[config.mk]
export PLATFORM = sky130hd
export DESIGN_NAME = ifetch_unit
export DESIGN_NICKNAME = d
export VERILOG_FILES = /design/src/rtl/ifetch_unit.sv
export SDC_FILE = /design/constraint.sdc
export NUM_CORES = 1
export LEC_CHECK = 0
export CAP_MARGIN = 20
export CORE_UTILIZATION = 50
export DETAILED_ROUTE_END_ITERATION = 12
export PLACE_DENSITY = 0.77
export SETUP_SLACK_MARGIN = 0.15
export SLEW_MARGIN = 20
export SYNTH_ARGS = -nofsm -noshare
export SYNTH_HDL_FRONTEND = slang
export SYNTH_SLANG_ARGS = --single-unit
[constraint.sdc]
create_clock -name clk -period 9.9 [get_ports clk]
set_clock_uncertainty 0.2 [all_clocks]
set_input_delay 1.98 -clock clk [delete_from_list [all_inputs] [get_ports clk]]
set_output_delay 1.98 -clock clk [all_outputs]
set_load 0.01 [all_outputs]
[src/rtl/ifetch_unit.sv]
// Instruction fetch unit: takes fetch addresses from the PC generator, issues
// single-word reads on a req/gnt/rvalid port, and returns {instruction, pc}
// pairs in program order through a small output FIFO. A flush discards every
// undelivered fetch, including reads that memory has already granted.
module ifetch_unit #(
  parameter int xlen  = 32,
  parameter int DEPTH = 2
) (
  input  logic            clk,
  input  logic            rst,
  input  logic [xlen-1:0] pc_i,
  input  logic            pc_valid_i,
  output logic            pc_ready_o,
  input  logic            flush_i,
  output logic            mem_req_o,
  output logic [xlen-1:0] mem_addr_o,
  input  logic            mem_gnt_i,
  input  logic            mem_rvalid_i,
  input  logic [31:0]     mem_rdata_i,
  output logic [31:0]     instr_o,
  output logic [xlen-1:0] instr_pc_o,
  output logic            instr_valid_o,
  input  logic            instr_ready_i
);

  localparam int CW = $clog2(DEPTH + 1);
  localparam int PW = $clog2(DEPTH);
  localparam logic [CW:0] DEPTH_C = (CW + 1)'(DEPTH);

  typedef logic [CW-1:0] cnt_t;
  typedef logic [PW-1:0] ptr_t;

  // Occupancy counters
  cnt_t pend;     // registered request not yet granted (0/1)
  cnt_t infl;     // granted, response outstanding, still wanted
  cnt_t buf_cnt;  // entries waiting in the output FIFO
  cnt_t drop;     // granted responses that must be discarded

  // In-flight PC queue: one entry per accepted fetch until its data returns
  logic [xlen-1:0] pc_q [DEPTH];
  ptr_t            pcq_wr, pcq_rd;

  // Output FIFO
  logic [31:0]     ob_instr [DEPTH];
  logic [xlen-1:0] ob_pc    [DEPTH];
  ptr_t            ob_wr, ob_rd;

  logic [xlen-1:0] addr_q;

  logic        accept, gnt_fire, rv_drop, rv_take, out_pop;
  logic [CW:0] occupancy;

  // Dropped responses are not counted here: they belong to a discarded fetch.
  assign occupancy  = {1'b0, infl} + {1'b0, buf_cnt};
  assign pc_ready_o = !rst && !flush_i && (pend == '0) && (occupancy < DEPTH_C);
  assign accept     = pc_valid_i && pc_ready_o;

  assign mem_req_o  = (pend != '0);
  assign mem_addr_o = addr_q;
  assign gnt_fire   = mem_req_o && mem_gnt_i;

  // A response first pays off any pending drops; only then does it carry data.
  assign rv_drop = mem_rvalid_i && (drop != '0);
  assign rv_take = mem_rvalid_i && (drop == '0) && (infl != '0);

  assign instr_valid_o = (buf_cnt != '0) && !flush_i;
  assign out_pop       = instr_valid_o && instr_ready_i;

  // NOTE: FIFO storage is not reset, so the outputs are masked to zero while
  // the buffer is empty instead of exposing stale or unknown slots.
  assign instr_o    = (buf_cnt != '0) ? ob_instr[ob_rd] : '0;
  assign instr_pc_o = (buf_cnt != '0) ? ob_pc[ob_rd]    : '0;

  // Counter, request-port and pointer updates; flush overrides normal traffic.
  always_ff @(posedge clk) begin
    // NOTE: state registers use non-blocking assignments so every update in
    // this block sees the pre-edge values of the other counters.
    if (rst) begin
      pend    <= '0;
      infl    <= '0;
      buf_cnt <= '0;
      drop    <= '0;
      addr_q  <= '0;
      pcq_wr  <= '0;
      pcq_rd  <= '0;
      ob_wr   <= '0;
      ob_rd   <= '0;
    end else if (flush_i) begin
      pend    <= '0;
      infl    <= '0;
      buf_cnt <= '0;
      // Everything granted and still owed becomes a drop; a response arriving
      // now is settled against the pre-flush counts.
      drop    <= drop + infl + cnt_t'(gnt_fire) - cnt_t'(rv_drop) - cnt_t'(rv_take);
      pcq_wr  <= '0;
      pcq_rd  <= '0;
      ob_wr   <= '0;
      ob_rd   <= '0;
    end else begin
      if (accept) begin
        addr_q <= {pc_i[xlen-1:2], 2'b00};
        pend   <= cnt_t'(1);
        pcq_wr <= pcq_wr + 1'b1;
      end else if (gnt_fire) begin
        pend <= '0;
      end
      infl    <= infl + cnt_t'(gnt_fire) - cnt_t'(rv_take);
      drop    <= drop - cnt_t'(rv_drop);
      buf_cnt <= buf_cnt + cnt_t'(rv_take) - cnt_t'(out_pop);
      if (rv_take) begin
        pcq_rd <= pcq_rd + 1'b1;
        ob_wr  <= ob_wr + 1'b1;
      end
      if (out_pop) begin
        ob_rd <= ob_rd + 1'b1;
      end
    end
  end

  // Queue storage writes: PC on accept, {data, pc} when a wanted response lands.
  always_ff @(posedge clk) begin
    if (accept) begin
      pc_q[pcq_wr] <= pc_i;
    end
    if (rv_take && !flush_i && !rst) begin
      ob_instr[ob_wr] <= mem_rdata_i;
      ob_pc[ob_wr]    <= pc_q[pcq_rd];
    end
  end

  // A response with nothing outstanding is a memory-side protocol error.
  a_no_spurious_rvalid: assert property (@(posedge clk) disable iff (rst)
    !(mem_rvalid_i && (infl == '0) && (drop == '0)));

endmodule

==> results of run 1 <==
## cell usage in the layout, fill, tap and decap left out, types with 6 or more instances in the layout
master,count
mux2i_1,64
nand3_1,30
a21oi_1,34
and2_1,6
edfxtp_1,192
mux2_2,31
nor2_1,75
buf_4,9
o21ai_0,30
dfxtp_1,42
clkdlybuf4s50_1,167
clkinv_1,10
clkbuf_16,23
inv_1,8
## registers in the layout, indices dropped and copies added, names as in the netlist, named ones only
signal and flops:
ob_instr 64, ob_pc 64, pc_q 64, mem_addr_o 30, buf_cnt 2, drop 2
infl 2, ob_rd 1, ob_wr 1, pcq_rd 1, pcq_wr 1, pend 1
## worst register-to-register path: stages, from the launching register on
cell      delay, ns
dfxtp_1        0.36
or3b_4         0.44
or2_4          0.26
inv_2          0.09
fa_1           0.44
fa_1           0.50
inv_1          0.05
fa_1           0.40
xnor2_1        0.20
xnor2_1        0.09
a211oi_1       0.27
## kinds of logic after synthesis
family	after synthesis	share of synthesized area
compound gates	72	0.0415
simple gates	128	0.0652
flops	235	0.735
fa+ha+maj	9	0.0158
other cells	1	0.000416
xor+xnor	7	0.00680
buf+inv	47	0.0240
mux	96	0.111
## Yosys cell counts (2+ instances only)
library cell / instances / area share
mux2_2: 31 / 0.039
clkbuf_1: 12 / 0.0050
and3_1: 2 / 0.0014
dfxtp_1: 43 / 0.096
buf_2: 17 / 0.0094
mux2i_1: 64 / 0.071
fa_1: 4 / 0.0089
clkbuf_2: 3 / 0.0017
nor3_1: 4 / 0.0022
buf_4: 2 / 0.0017
or3b_4: 2 / 0.0025
o21ai_0: 30 / 0.017
or3_1: 3 / 0.0021
edfxtp_1: 192 / 0.64
o21ai_1: 3 / 0.0017
buf_1: 3 / 0.0012
o21a_1: 2 / 0.0017
nand3_1: 30 / 0.017
xnor2_1: 2 / 0.0019
and2_1: 6 / 0.0042
nor2_1: 76 / 0.032
inv_1: 8 / 0.0033
ha_1: 5 / 0.0069
a21oi_1: 34 / 0.019
xor2_1: 5 / 0.0049
## power by group through the flow
stage                     combinational, mW  clock (mW)  sequential, mW
after floorplan                      0.0611           0            1.11
after global routing                  0.137       0.839            1.09
after global placement                0.117           0            1.11
after CTS                             0.126       0.797            1.09
final                                 0.126       0.787            1.09
after detailed placement              0.125           0            1.11
## layer usage
metal | GRT usage | vias up | wire [µm]
li1 | - | 2512 | -
met1 | 0.252 | 2638 | 7540
met2 | 0.336 | 205 | 8990
met3 | 0.0403 | 31 | 1510
met4 | 0.0593 | 0 | 304
met5 | 0 | - | 0
## area by class of cell
| cell class | count | area, µm² |
|---|---|---|
| Fill cell | 1238 | 5880 |
| Sequential cell | 235 | 6630 |
| Inverter | 9 | 33.8 |
| Clock inverter | 13 | 77.6 |
| Tap cell | 225 | 282 |
| Multi-Input combinational cell | 314 | 2210 |
| Clock buffer | 28 | 594 |
| Timing Repair Buffer | 177 | 1770 |
## final timing paths
path	startpoint	end	slack, ns	cells after the start
worst max-delay path	rst	pc_ready_o	3.95	5
worst min-delay path	mem_addr_o[19]$_SDFFE_PP0P_	mem_addr_o[19]$_SDFFE_PP0P_	0.29	2
worst max register to register	drop[1]$_SDFF_PP0_	drop[1]$_SDFF_PP0_	6.50	10
worst min register to register	mem_addr_o[19]$_SDFFE_PP0P_	mem_addr_o[19]$_SDFFE_PP0P_	0.29	2
==> results.toml, run 1 <==
[timing]
relSlewSlack = 0.368
slew_violations = 0
fmax_mhz = 168
setup_tns_ns = 0
grt_setup_unrepaired = "no"
fin_crit_sh = 0.601
finalSetupViolations = 0
post-route-min-period_ns = 5.95
worst_pin_slew_ns = 0.948
finalHoldViolations = 0
holdWs_ns = 0.290
worst_slack_ns = 3.95

[route]
drc = 0
drtIter0Drc = 328
drt-pass1-iter-count = 5
viasPerCell = 5.38
wl_per_cell_um = 18.3
num_vias = 5386
antenna_left = 0
wirelength_mm = 18.3

[logic_synthesis]
synth_seq_cells = 235
ys_types = 37
syn_inst = 595
ys_seq_area_frac = 0.735
synth_area_per_cell_um2 = 15.1
async_reset_ff_frac = 0
synth_area_um2 = 9010
synth_edf_count = 192
dominantRegCellSynth = "edfxtp_1"
yosys_warnings = 0

[global_routing]
grt_start_max_net_pins = 65
track_usage = 0.197
grt_pass1_wl_mm = 28.1
antenna_found_initial = 0
grt_pass1_vias = 5585
overflow = 0

[clock_network]
numCtsBuffers = 23
post_cts_buffers = 0
tritoncts = "yes"
clockBufferDepth = 3
cts_num_sinks = 235
cts_max_level = 1
clock_latency_ns = 0.49
postCtsHoldBufs = 0
cts-root-buf = "clkbuf_16"
cts_resized = 0
clk_pin_slew_ns = 0.06

[run]
maxCapViolCount = 0

[setup_path]
crit_slowest_cell = "clkdlybuf4s50_1"
crit_family = "buffers and inverters"
crit_top_cell = "clkdlybuf4s50_1"
critPathCaptureType = "output port"
path_cells = "clkdlybuf4s50_1 > buf_4 > or2_2 > nor2_1 > clkdlybuf4s50_1"
arrival_ns = 3.77
worstSetupPathType = "input pin to output port"
crit_buf_inv = 3
required_ns = 7.72
crit_fanout = 36
startpoint_type = "input pin"
slowest_delay_ns = 0.55

[placed_design]
portBuffers = 167
place_area_um2 = 10900
place.gp.congestion = 0.858
dp_cells = 959
dp_hpwl_mm = 11.3
pre_cts_ws_ns = 3.98

[power_and_ir_drop]
power_mw = 2.00
power.clock.fraction = 0.393
swShare = 0.204
pwr-share-comb = 0.063
power_density_nw_per_um2 = 173
p_seq_frac = 0.543
p_int_mw = 1.59
vdd_drop_max_mv = 0.140
power_switching_mw = 0.408
p_leak_nw = 3.73

[worst_hold_path]
hp-class = "flop to flop"

[floorplan]
core_area_um2 = 17500
initial_utilization = 0.516
row_count = 48
die_h_um = 136
die_w_um = 136
dieArea_um2 = 18600
io-pin-count = 170

[finish]
final_layout_size_suffix_gt1_frac = 0.102
final_core_util = 0.663
antenna_cells = 0
fin_nets = 840
fin_cells = 1001
design_area_um2 = 11600
syn2layout_area_growth_pct = 28.6

[run_status]
status = "completed"
Power figures use the tool's default switching activity.
==> run 2: changes to the inputs <==
clock period = 5.9 ns   (was 9.9 ns; I/O delays follow)
==> results.toml, run 2 (synthesis results as in run 1) <==
[run_status]
status = "completed"

[clock_network]
tritoncts = "yes"
clock_latency_ns = 0.48
cts_resized = 0
post_cts_buffers = 0
clockBufferDepth = 3
cts_max_level = 1
numCtsBuffers = 23
clk_pin_slew_ns = 0.06
cts-root-buf = "clkbuf_16"
cts_num_sinks = 235
postCtsHoldBufs = 0

[timing]
setup_tns_ns = 0
fin_crit_sh = 0.739
finalHoldViolations = 0
grt_setup_unrepaired = "no"
worst_pin_slew_ns = 1.01
fmax_mhz = 229
finalSetupViolations = 0
post-route-min-period_ns = 4.36
relSlewSlack = 0.323
slew_violations = 0

[setup_path]
arrival_ns = 2.98
startpoint_type = "input pin"
crit_family = "buffers and inverters"
slowest_delay_ns = 0.55
crit_buf_inv = 3
path_cells = "clkdlybuf4s50_1 > buf_4 > or2_2 > nor2_1 > clkdlybuf4s50_1"
worstSetupPathType = "input pin to output port"
crit_top_cell = "clkdlybuf4s50_1"
crit_fanout = 36
critPathCaptureType = "output port"
required_ns = 4.52
crit_slowest_cell = "clkdlybuf4s50_1"

[global_routing]
overflow = 0
track_usage = 0.194
grt_pass1_vias = 5407
antenna_found_initial = 0
grt_pass1_wl_mm = 27.6
grt_start_max_net_pins = 65

[run]
maxCapViolCount = 0

[route]
drtIter0Drc = 296
wirelength_mm = 17.7
antenna_left = 0
viasPerCell = 5.24
drc = 0
wl_per_cell_um = 17.7
num_vias = 5235
drt-pass1-iter-count = 6

[power_and_ir_drop]
pwr-share-comb = 0.062
power.clock.fraction = 0.395
p_leak_nw = 3.72
vdd_drop_max_mv = 0.177
swShare = 0.198
power_density_nw_per_um2 = 290
p_seq_frac = 0.543
p_int_mw = 2.70
power_switching_mw = 0.665

[finish]
syn2layout_area_growth_pct = 28.6
most-common-layout-cells = "edfxtp_1, clkdlybuf4s50_1, nor2_1"
n_fill_cell = 1212
reg_top3 = "ob_instr x64, ob_pc x64, pc_q x64"
fin_nets = 838
antenna_cells = 0
final_common_cell = "edfxtp_1"
seqCellArea_um2 = 6630
multi_input_area_um2 = 2220
final_layout_size_suffix_gt1_frac = 0.105
design_area_um2 = 11600

[floorplan]
dieArea_um2 = 18600
initial_utilization = 0.516
die_w_um = 136
io-pin-count = 170
core_area_um2 = 17500
row_count = 48
die_h_um = 136

[placed_design]
place_area_um2 = 10900
place.gp.congestion = 0.814
portBuffers = 167
dp_hpwl_mm = 11.3

[worst_hold_path]
hp-class = "flop to flop"
[run 2: changes by cell type in the layout (fill, tap and decap cells not counted)]
| cell | change |
|---|---|
| and3_1 | -1 |
| and3_2 | +1 |
| buf_12 | +1 |
| buf_16 | -1 |
| buf_4 | -2 |
| clkbuf_1 | +6 |
| clkbuf_8 | +1 |
| clkinv_1 | -8 |
| clkinv_2 | +1 |
| dfxtp_1 | -1 |
| dfxtp_2 | +1 |
| nor3_2 | -1 |
| nor3_4 | +1 |
[run 2: layout make-up]
cell class              instances  share of cell area
repair buffers                175               0.150
multi-input cells             314               0.191
flip-flops and latches        235               0.572
clock inverters                 6             0.00453
well taps                     225              0.0243
inverters                       9             0.00291
clock buffers                  35              0.0544
[run 2: layer usage]
metal | vias up | part of all wire | GRT usage
met1 | 2548 | 0.43 | 0.247
met5 | - | 0 | 0
met2 | 168 | 0.49 | 0.331
met4 | 0 | 0.011 | 0.0506
li1 | 2502 | - | -
met3 | 17 | 0.071 | 0.0481
[run 2: tightest hold or removal path: stages (launching register included)]
cell     delay, ns
dfxtp_1       0.31
o21ai_0       0.07
a21oi_1       0.06
[run 2: power groups by stage]
| stage | Clock, mW | Combinational [mW] | Sequential, mW |
|---|---|---|---|
| final | 1.33 | 0.208 | 1.83 |
| after CTS | 1.36 | 0.209 | 1.83 |
| after floorplan | 0 | 0.103 | 1.86 |
| after detailed placement | 0 | 0.208 | 1.86 |
| after global placement | 0 | 0.197 | 1.86 |
| after global routing | 1.43 | 0.228 | 1.83 |
[run 2: stage by stage]
step	total power, mW	setup WS, ns	std cells	util	hold slack, ns
6_report	3.36	1.54	999	0.663	0.285
5_1_grt	3.49	1.47	999	0.663	0.313
4_1_cts	3.39	1.55	998	0.662	0.286
3_5_place_dp	2.07	1.25	957	0.623	0.275
3_3_place_gp	2.06	1.36	957	0.623	0.263
2_1_floorplan	1.96	0.918	596	-	0.272
[run 2: worst paths after layout]
path	cells after the start	slack (ns)	from	to
worst max-delay path	5	1.54	rst	pc_ready_o
worst min-delay path	2	0.29	mem_addr_o[24]$_SDFFE_PP0P_	mem_addr_o[24]$_SDFFE_PP0P_
worst max register to register	10	2.52	drop[1]$_SDFF_PP0_	drop[1]$_SDFF_PP0_
worst min register to register	2	0.29	mem_addr_o[24]$_SDFFE_PP0P_	mem_addr_o[24]$_SDFFE_PP0P_
